--- src/rtl/pix_stream_in.sv ---
// Pixel ingress: SOF-aligned valid/ready stream into a FIFO popped by pix_req.
// Define PIX_STREAM_IN_PATTERN_EN to add the pattern_en colour-bar generator.
module pix_stream_in #(
  parameter int WIDTH  = 640,
  parameter int HEIGHT = 480,
  parameter int DEPTH  = 16
) (
  input  logic                     clk,
  input  logic                     rst,
  input  logic [23:0]              s_data,
  input  logic                     s_valid,
  input  logic                     s_sof,
  output logic                     s_ready,
  input  logic                     pix_req,
  output logic [23:0]              pix_data,
  output logic [$clog2(DEPTH):0]   level,
  output logic                     underflow,
  output logic                     sof_err,
  output logic                     frame_done,
`ifdef PIX_STREAM_IN_PATTERN_EN
  input  logic                     pattern_en,
`endif
  input  logic                     clr
);

  localparam int AW    = $clog2(DEPTH);
  localparam int LW    = AW + 1;
  localparam int FRAME = WIDTH * HEIGHT;
  localparam int CW    = $clog2(FRAME + 1);

  typedef enum logic {
    WAIT_SOF,
    STREAM
  } state_e;

  state_e          state_q, state_d;
  logic [CW-1:0]   cnt_q, cnt_d, cnt_nx;
  logic [AW-1:0]   wr_q, rd_q;
  logic [LW-1:0]   count_q, count_d;
  logic [23:0]     mem_q [DEPTH];
  logic [23:0]     pix_q, pix_d;
  logic            uf_q;
  logic            err_q, err_d;
  logic            done_q, done_d;
  logic            full, empty;
  logic            accept, wr_en, last;
  logic            pat_on, rd_req, rd_en, uf_set;
  logic [23:0]     bar_rgb;

  assign full    = count_q == LW'(DEPTH);
  assign empty   = count_q == '0;
  // Gated by rst so s_ready drops the instant reset asserts.
  assign s_ready = rst & ~full;
  assign accept  = s_valid & s_ready;
  assign wr_en   = accept & (s_sof | (state_q == STREAM));
  assign cnt_nx  = s_sof ? CW'(1) : cnt_q + CW'(1);
  assign last    = wr_en & (cnt_nx == CW'(FRAME));

  always_ff @(posedge clk or negedge rst) begin
    if (!rst) state_q <= WAIT_SOF;
    else      state_q <= state_d;
  end

  always_comb begin
    state_d = state_q;
    case (state_q)
      WAIT_SOF: if (wr_en) state_d = last ? WAIT_SOF : STREAM;
      STREAM:   if (last)  state_d = WAIT_SOF;
      default:  state_d = WAIT_SOF;
    endcase
  end

  always_comb begin
    cnt_d  = cnt_q;
    done_d = 1'b0;
    err_d  = accept & s_sof & (state_q == STREAM);
    if (wr_en) begin
      cnt_d  = last ? '0 : cnt_nx;
      done_d = last;
    end
  end

`ifdef PIX_STREAM_IN_PATTERN_EN
  localparam int XW = (WIDTH > 1) ? $clog2(WIDTH) : 1;

  logic [XW-1:0] col_q;
  logic [2:0]    bar_idx;

  assign pat_on  = pattern_en;
  assign bar_idx = 3'((32'(col_q) * 8) / WIDTH);

  always_comb begin
    bar_rgb = 24'h000000;
    unique case (bar_idx)
      3'd0: bar_rgb = 24'hFFFFFF;
      3'd1: bar_rgb = 24'hFFFF00;
      3'd2: bar_rgb = 24'h00FFFF;
      3'd3: bar_rgb = 24'h00FF00;
      3'd4: bar_rgb = 24'hFF00FF;
      3'd5: bar_rgb = 24'hFF0000;
      3'd6: bar_rgb = 24'h0000FF;
      3'd7: bar_rgb = 24'h000000;
    endcase
  end

  always_ff @(posedge clk or negedge rst) begin
    if (!rst) begin
      col_q <= '0;
    end else if (pattern_en && pix_req) begin
      col_q <= (col_q == XW'(WIDTH - 1)) ? '0 : col_q + XW'(1);
    end
  end
`else
  assign pat_on  = 1'b0;
  assign bar_rgb = 24'h000000;
`endif

  assign rd_req = pix_req & ~pat_on;
  assign rd_en  = rd_req & ~empty;
  assign uf_set = rd_req & empty;

  always_comb begin
    count_d = count_q;
    unique case ({wr_en, rd_en})
      2'b10:   count_d = count_q + LW'(1);
      2'b01:   count_d = count_q - LW'(1);
      default: count_d = count_q;
    endcase
  end

  always_comb begin
    pix_d = pix_q;
    unique case (1'b1)
      rd_en:              pix_d = mem_q[rd_q];
      uf_set:             pix_d = 24'h000000;
      (pat_on & pix_req): pix_d = bar_rgb;
      default:            pix_d = pix_q;
    endcase
  end

  always_ff @(posedge clk) begin
    if (wr_en) mem_q[wr_q] <= s_data;
  end

  always_ff @(posedge clk or negedge rst) begin
    if (!rst) begin
      cnt_q   <= '0;
      wr_q    <= '0;
      rd_q    <= '0;
      count_q <= '0;
      pix_q   <= '0;
      uf_q    <= 1'b0;
      err_q   <= 1'b0;
      done_q  <= 1'b0;
    end else begin
      cnt_q   <= cnt_d;
      count_q <= count_d;
      pix_q   <= pix_d;
      err_q   <= err_d;
      done_q  <= done_d;
      if (wr_en) wr_q <= wr_q + AW'(1);
      if (rd_en) rd_q <= rd_q + AW'(1);
      // Set beats clear when both happen together.
      if (uf_set)   uf_q <= 1'b1;
      else if (clr) uf_q <= 1'b0;
    end
  end

  assign pix_data   = pix_q;
  assign level      = count_q;
  assign underflow  = uf_q;
  assign sof_err    = err_q;
  assign frame_done = done_q;

endmodule

--- config.mk ---
export PLATFORM = sky130hd
export DESIGN_NAME = pix_stream_in
export DESIGN_NICKNAME = d
export VERILOG_FILES = /design/src/rtl/pix_stream_in.sv
export SDC_FILE = /design/constraint.sdc
export NUM_CORES = 1
export LEC_CHECK = 0
export ABC_AREA = 1
export BUFFER_PORTS_ARGS = -buffer_cell sky130_fd_sc_hd__buf_4
export CORE_UTILIZATION = 36
export CTS_CLUSTER_DIAMETER = 40
export CTS_CLUSTER_SIZE = 24
export DETAILED_ROUTE_END_ITERATION = 12
export GPL_TIMING_DRIVEN = 1
export SLEW_MARGIN = 20
export SYNTH_ARGS = -nofsm -noshare
export SYNTH_HDL_FRONTEND = slang
export SYNTH_SLANG_ARGS = --single-unit
export TNS_END_PERCENT = 30
--- constraint.sdc ---
create_clock -name clk -period 3.3 [get_ports clk]
set_input_delay 0 -clock clk [delete_from_list [all_inputs] [get_ports clk]]
set_output_delay 0 -clock clk [all_outputs]
set_load 0.05 [all_outputs]
==> flow_results.org <==
** Run status
- The flow ran to the end, and the final reports show no timing, DRC or antenna violations.

** Critical path
- Maximum single-stage delay on the critical path :: 0.44 ns
- Cells along the critical path :: nor4_2 > nand2_1 > nand2_1 > inv_2 > nand2_2 > a21oi_4 > inv_4 > ha_1 > xor2_1 > ha_1 > a21oi_1 > or2_1 > o21ai_2 > a21oi_1 > o21ai_1 > xor2_1
- In this run the worst path has a maximum fanout of 29.
- At the worst endpoint, the arrival time is 3.53 ns.
- The critical path is of the reg -> reg type.
- Critical path's slowest cell :: sky130_fd_sc_hd__dfrtp_1
- STA classifies the critical path endpoint as a register.
- Counting both buffers and inverters, the worst setup path holds a total of 2.
- STA classifies the critical path startpoint as a register.
- At the worst endpoint, the required time is 3.80 ns.
- The cell family contributing the most delay on the critical path is simple AND/OR/NAND/NOR gates.

** Global routing
- Summed over all layers, the global routing overflow is 0.
- For this run, the total global-route usage over all layers was measured as 17.7%.
- Number of global-route vias before repair :: 11,800
- Entering global routing, the biggest net connects 107 pins.
- The first global-routing pass estimated 68,600 um of wire.
- Antenna violations before repair :: 1

** Flow run
- The tool flagged a number of max-cap violations equal to 0.

** CTS
- In this run the deepest clock path goes through 3 buffers.
- Gates resized during post-CTS repair numbered 0.
- Clock slew at reported path FFs :: 0.06 ns
- CTS placed an instance of sky130_fd_sc_hd__clkbuf_16 at the clock tree root.
- CTS Buf Count :: 52
- For this design, the CTS-stage hold fixing added 30 buffers.
- H-tree depth reported by CTS :: 2
- Clock insertion delay at the later pin of the skew report :: 0.59 ns
- The clock net in this run drives a total of 444 sinks.
- Number of setup buffers added after CTS :: 0
- TritonCTS built the clock tree.

** Yosys
- For this run, the number of Yosys warnings is 0.
- Counting flops with a built-in enable in the synthesized netlist gives 384.
- The number of nets in the synthesized netlist is 1,543.
- The synthesized design contains 444 register bits.
- Leading cell types by count after synthesis :: sky130_fd_sc_hd__edfxtp_1 (384), sky130_fd_sc_hd__o21ai_0 (250), sky130_fd_sc_hd__nor2_1 (247), sky130_fd_sc_hd__nand2_1 (164), sky130_fd_sc_hd__inv_1 (69)
- The biggest area contributor in the post-synthesis netlist is sky130_fd_sc_hd__edfxtp_1.
- Ranking of synthesized cells by area :: sky130_fd_sc_hd__edfxtp_1 (64%), sky130_fd_sc_hd__dfrtp_1 (8.3%), sky130_fd_sc_hd__o21ai_0 (6.9%), sky130_fd_sc_hd__nor2_1 (5.1%), sky130_fd_sc_hd__nand2_1 (3.4%)
- The most used flip-flop cell after synthesis is sky130_fd_sc_hd__edfxtp_1.
- Share of the yosys chip area belonging to registers :: 72.0%
- Synthesized instance count :: 1,504
- Avg Inst Size Synth :: 12.0 sq um
- Most repeated cell in the gate-level netlist after synthesis :: sky130_fd_sc_hd__edfxtp_1
- In this run, distinct cell masters in the synthesized netlist total 36.
- Yosys top cell area share :: 63.7%
- Summing every instance area after synthesis gives 18,100 sq um.
- Async S/R FF share, synth :: 13.5%

** Timing
- Final worst-path setup slack :: 0.268 ns
- The final max-slew violation count is 0.
- At the pin with the least slew margin, the transition time is 0.942 ns.
- Static timing analysis puts the maximum clock frequency at 0.330 GHz.
- Setup violations remaining at the end of the flow were counted as 0.
- Setup repair after global routing left no endpoint under its margin.
- Dividing the final minimum period by the clock period gives 91.9%.
- Worst slew slack as a fraction of its limit :: 37.1%
- The number of hold violations in the final report is 0.
- Across the routed clock network, the largest skew measured is 0.0297 ns.
- Subtracting the final worst setup slack from the clock period gives 3.03 ns.
- Summed negative setup slack over all endpoints :: 0 ns

** Place
- At the end of routability-driven placement, the weighted congestion stood at 0.843.
- At the placement stage, the worst setup path has a slack of 0.276 ns.
- Port buffering added 62 buffers.
- Summed over all nets, the half-perimeter wirelength after detailed placement is 24,200 um.

** Detailed routing
- Detailed-route vias per instance :: 5.17
- Highest Signal Layer :: met4
- For this block, wires on met1 add up to 19,600 um.
- Number of routed nets with antenna violations :: 0
- The first detailed-routing pass took 5 iterations.
- Number of DRC markers in iteration 0 :: 912
- In the routed design, unresolved DRC markers number 0.
- Summed over all nets, wire length on met3 after detailed routing comes to 2500 um.
- Routed met2 length :: 21,400 um
- Wires add up to 44,500 um.
- Post-DR wirelength/cell :: 19.3 um
- The detailed router placed 11,900 vias in this run.

** Die
- After floorplanning, the core was divided into 81 placement rows.
- The initial utilization of the core area, before any placement, comes to 36.8%.
- The die is 226 um tall.
- Core footprint :: 49,300 sq um
- The die covers 51,200 sq um.
- The floorplan step set the die width to 226 um.
- Count of pins on the block boundary :: 63

** Pwr
- Power Dens Cells :: 848 nW/um^2
- The analysis attributes to cell leakage a power of 7.50 nW.
- The worst-case IR drop observed on VDD is 0.576 mV.

** Finish
- The final layout contains 1,639 nets.
- The layout has 4,539 filler cells.
- P&R area growth vs syn :: 19.2%
- Fraction of final layout cells sized beyond drive strength 1 :: 13.7%

** Worst hold path
- The path class of the tightest hold or removal check is in -> async.
## layout by cell type, fill, tap and decap left out, drive strengths merged
| cell type | count |
|---|---|
| nor3 | 2 |
| o22ai | 58 |
| o21ai | 279 |
| clkbuf | 61 |
| o221ai | 30 |
| dlygate4sd3 | 30 |
| nor4 | 1 |
| buf | 99 |
| inv | 80 |
| xor2 | 9 |
| dfrtp | 60 |
| o21bai | 1 |
| bufinv | 5 |
| diode | 1 |
| nand2 | 170 |
| o211ai | 9 |
| edfxtp | 384 |
| nand4 | 9 |
| or2 | 1 |
| a31oi | 6 |
| xnor2 | 2 |
| nor2 | 255 |
| nand3 | 44 |
| clkinv | 18 |
| a21oi | 12 |
| ha | 9 |
| clkinvlp | 8 |
## worst min-delay path: cells and delay by family
family   cells  cell delay (ns)
buf+inv      3             0.98
## report_power, final
part / total [W] / internal (W) / switching, W
sequential: 0.00692 / 0.00656 / 0.000359
combinational: 0.00575 / 0.00174 / 0.00401
clock: 0.00563 / 0.00333 / 0.00229
## stage by stage
step / area, sq um / cells / utilization (%) / hold slack [ns] / power [W]
floorplan: 18100 / 1504 / - / -0.296 / 0.0108
global placement: 19600 / 2180 / 39.8 / 0.0815 / 0.0127
detailed placement: 19600 / 2180 / 39.8 / 0.0810 / 0.0128
CTS: 21600 / 2306 / 43.8 / 0.0161 / 0.0184
global route: 21600 / 2306 / 43.8 / 0.0247 / 0.0193
finish: 21600 / 2307 / 43.8 / 0.0124 / 0.0183
## final timing paths
check | slack [ns] | end | cells past startpoint | startpoint
hold reg to reg | 0.51 | pix_data[5] | 2 | pix_data[5]
max in group asynchronous | 2.35 | pix_data[14] | 4 | rst
setup reg to reg | 0.27 | level[4] | 16 | level[2]
min in group clk | 0.26 | mem_q[13][21] | 2 | s_data[21]
hold / removal | 0.01 | pix_data[21] | 3 | rst
setup / recovery | 0.27 | level[4] | 16 | level[2]
## area by class of cell
type	count	area (sq um)	area share, %
antenna	1	2.50	0.0116
clock buffer	61	1350	6.23
clock inverter	35	357	1.65
inverter	76	290	1.34
multi-input combinational	897	4500	20.9
sequential	444	13000	60.4
tap	664	831	3.85
timing repair buffer	129	1220	5.65
## state kept, by name (all words and copies together), names as in the netlist, named ones only
name / flops
rd_q: 4
wr_q: 4
frame_done: 1
sof_err: 1
mem_q: 384
underflow: 1
cnt_q: 19
pix_data: 24
level: 5
## logic make-up (layout without fill, tap and decap cells)
family	count (synthesis)	after routing	share of synthesized area (%)
simple gates	482	482	10.8
flops	444	444	72.0
compound gates	395	395	12.2
buf+inv	163	301	3.83
xor+xnor	11	11	0.532
fa+ha+maj	9	9	0.622
other cells	0	1	0
## layer usage
layer / up-vias / track usage [%]
met5: - / 0
met4: 0 / 5.12
met3: 69 / 2.89
met2: 309 / 29.8
met1: 5929 / 23.6
li1: 5617 / -
Power figures use the tool's default switching activity.
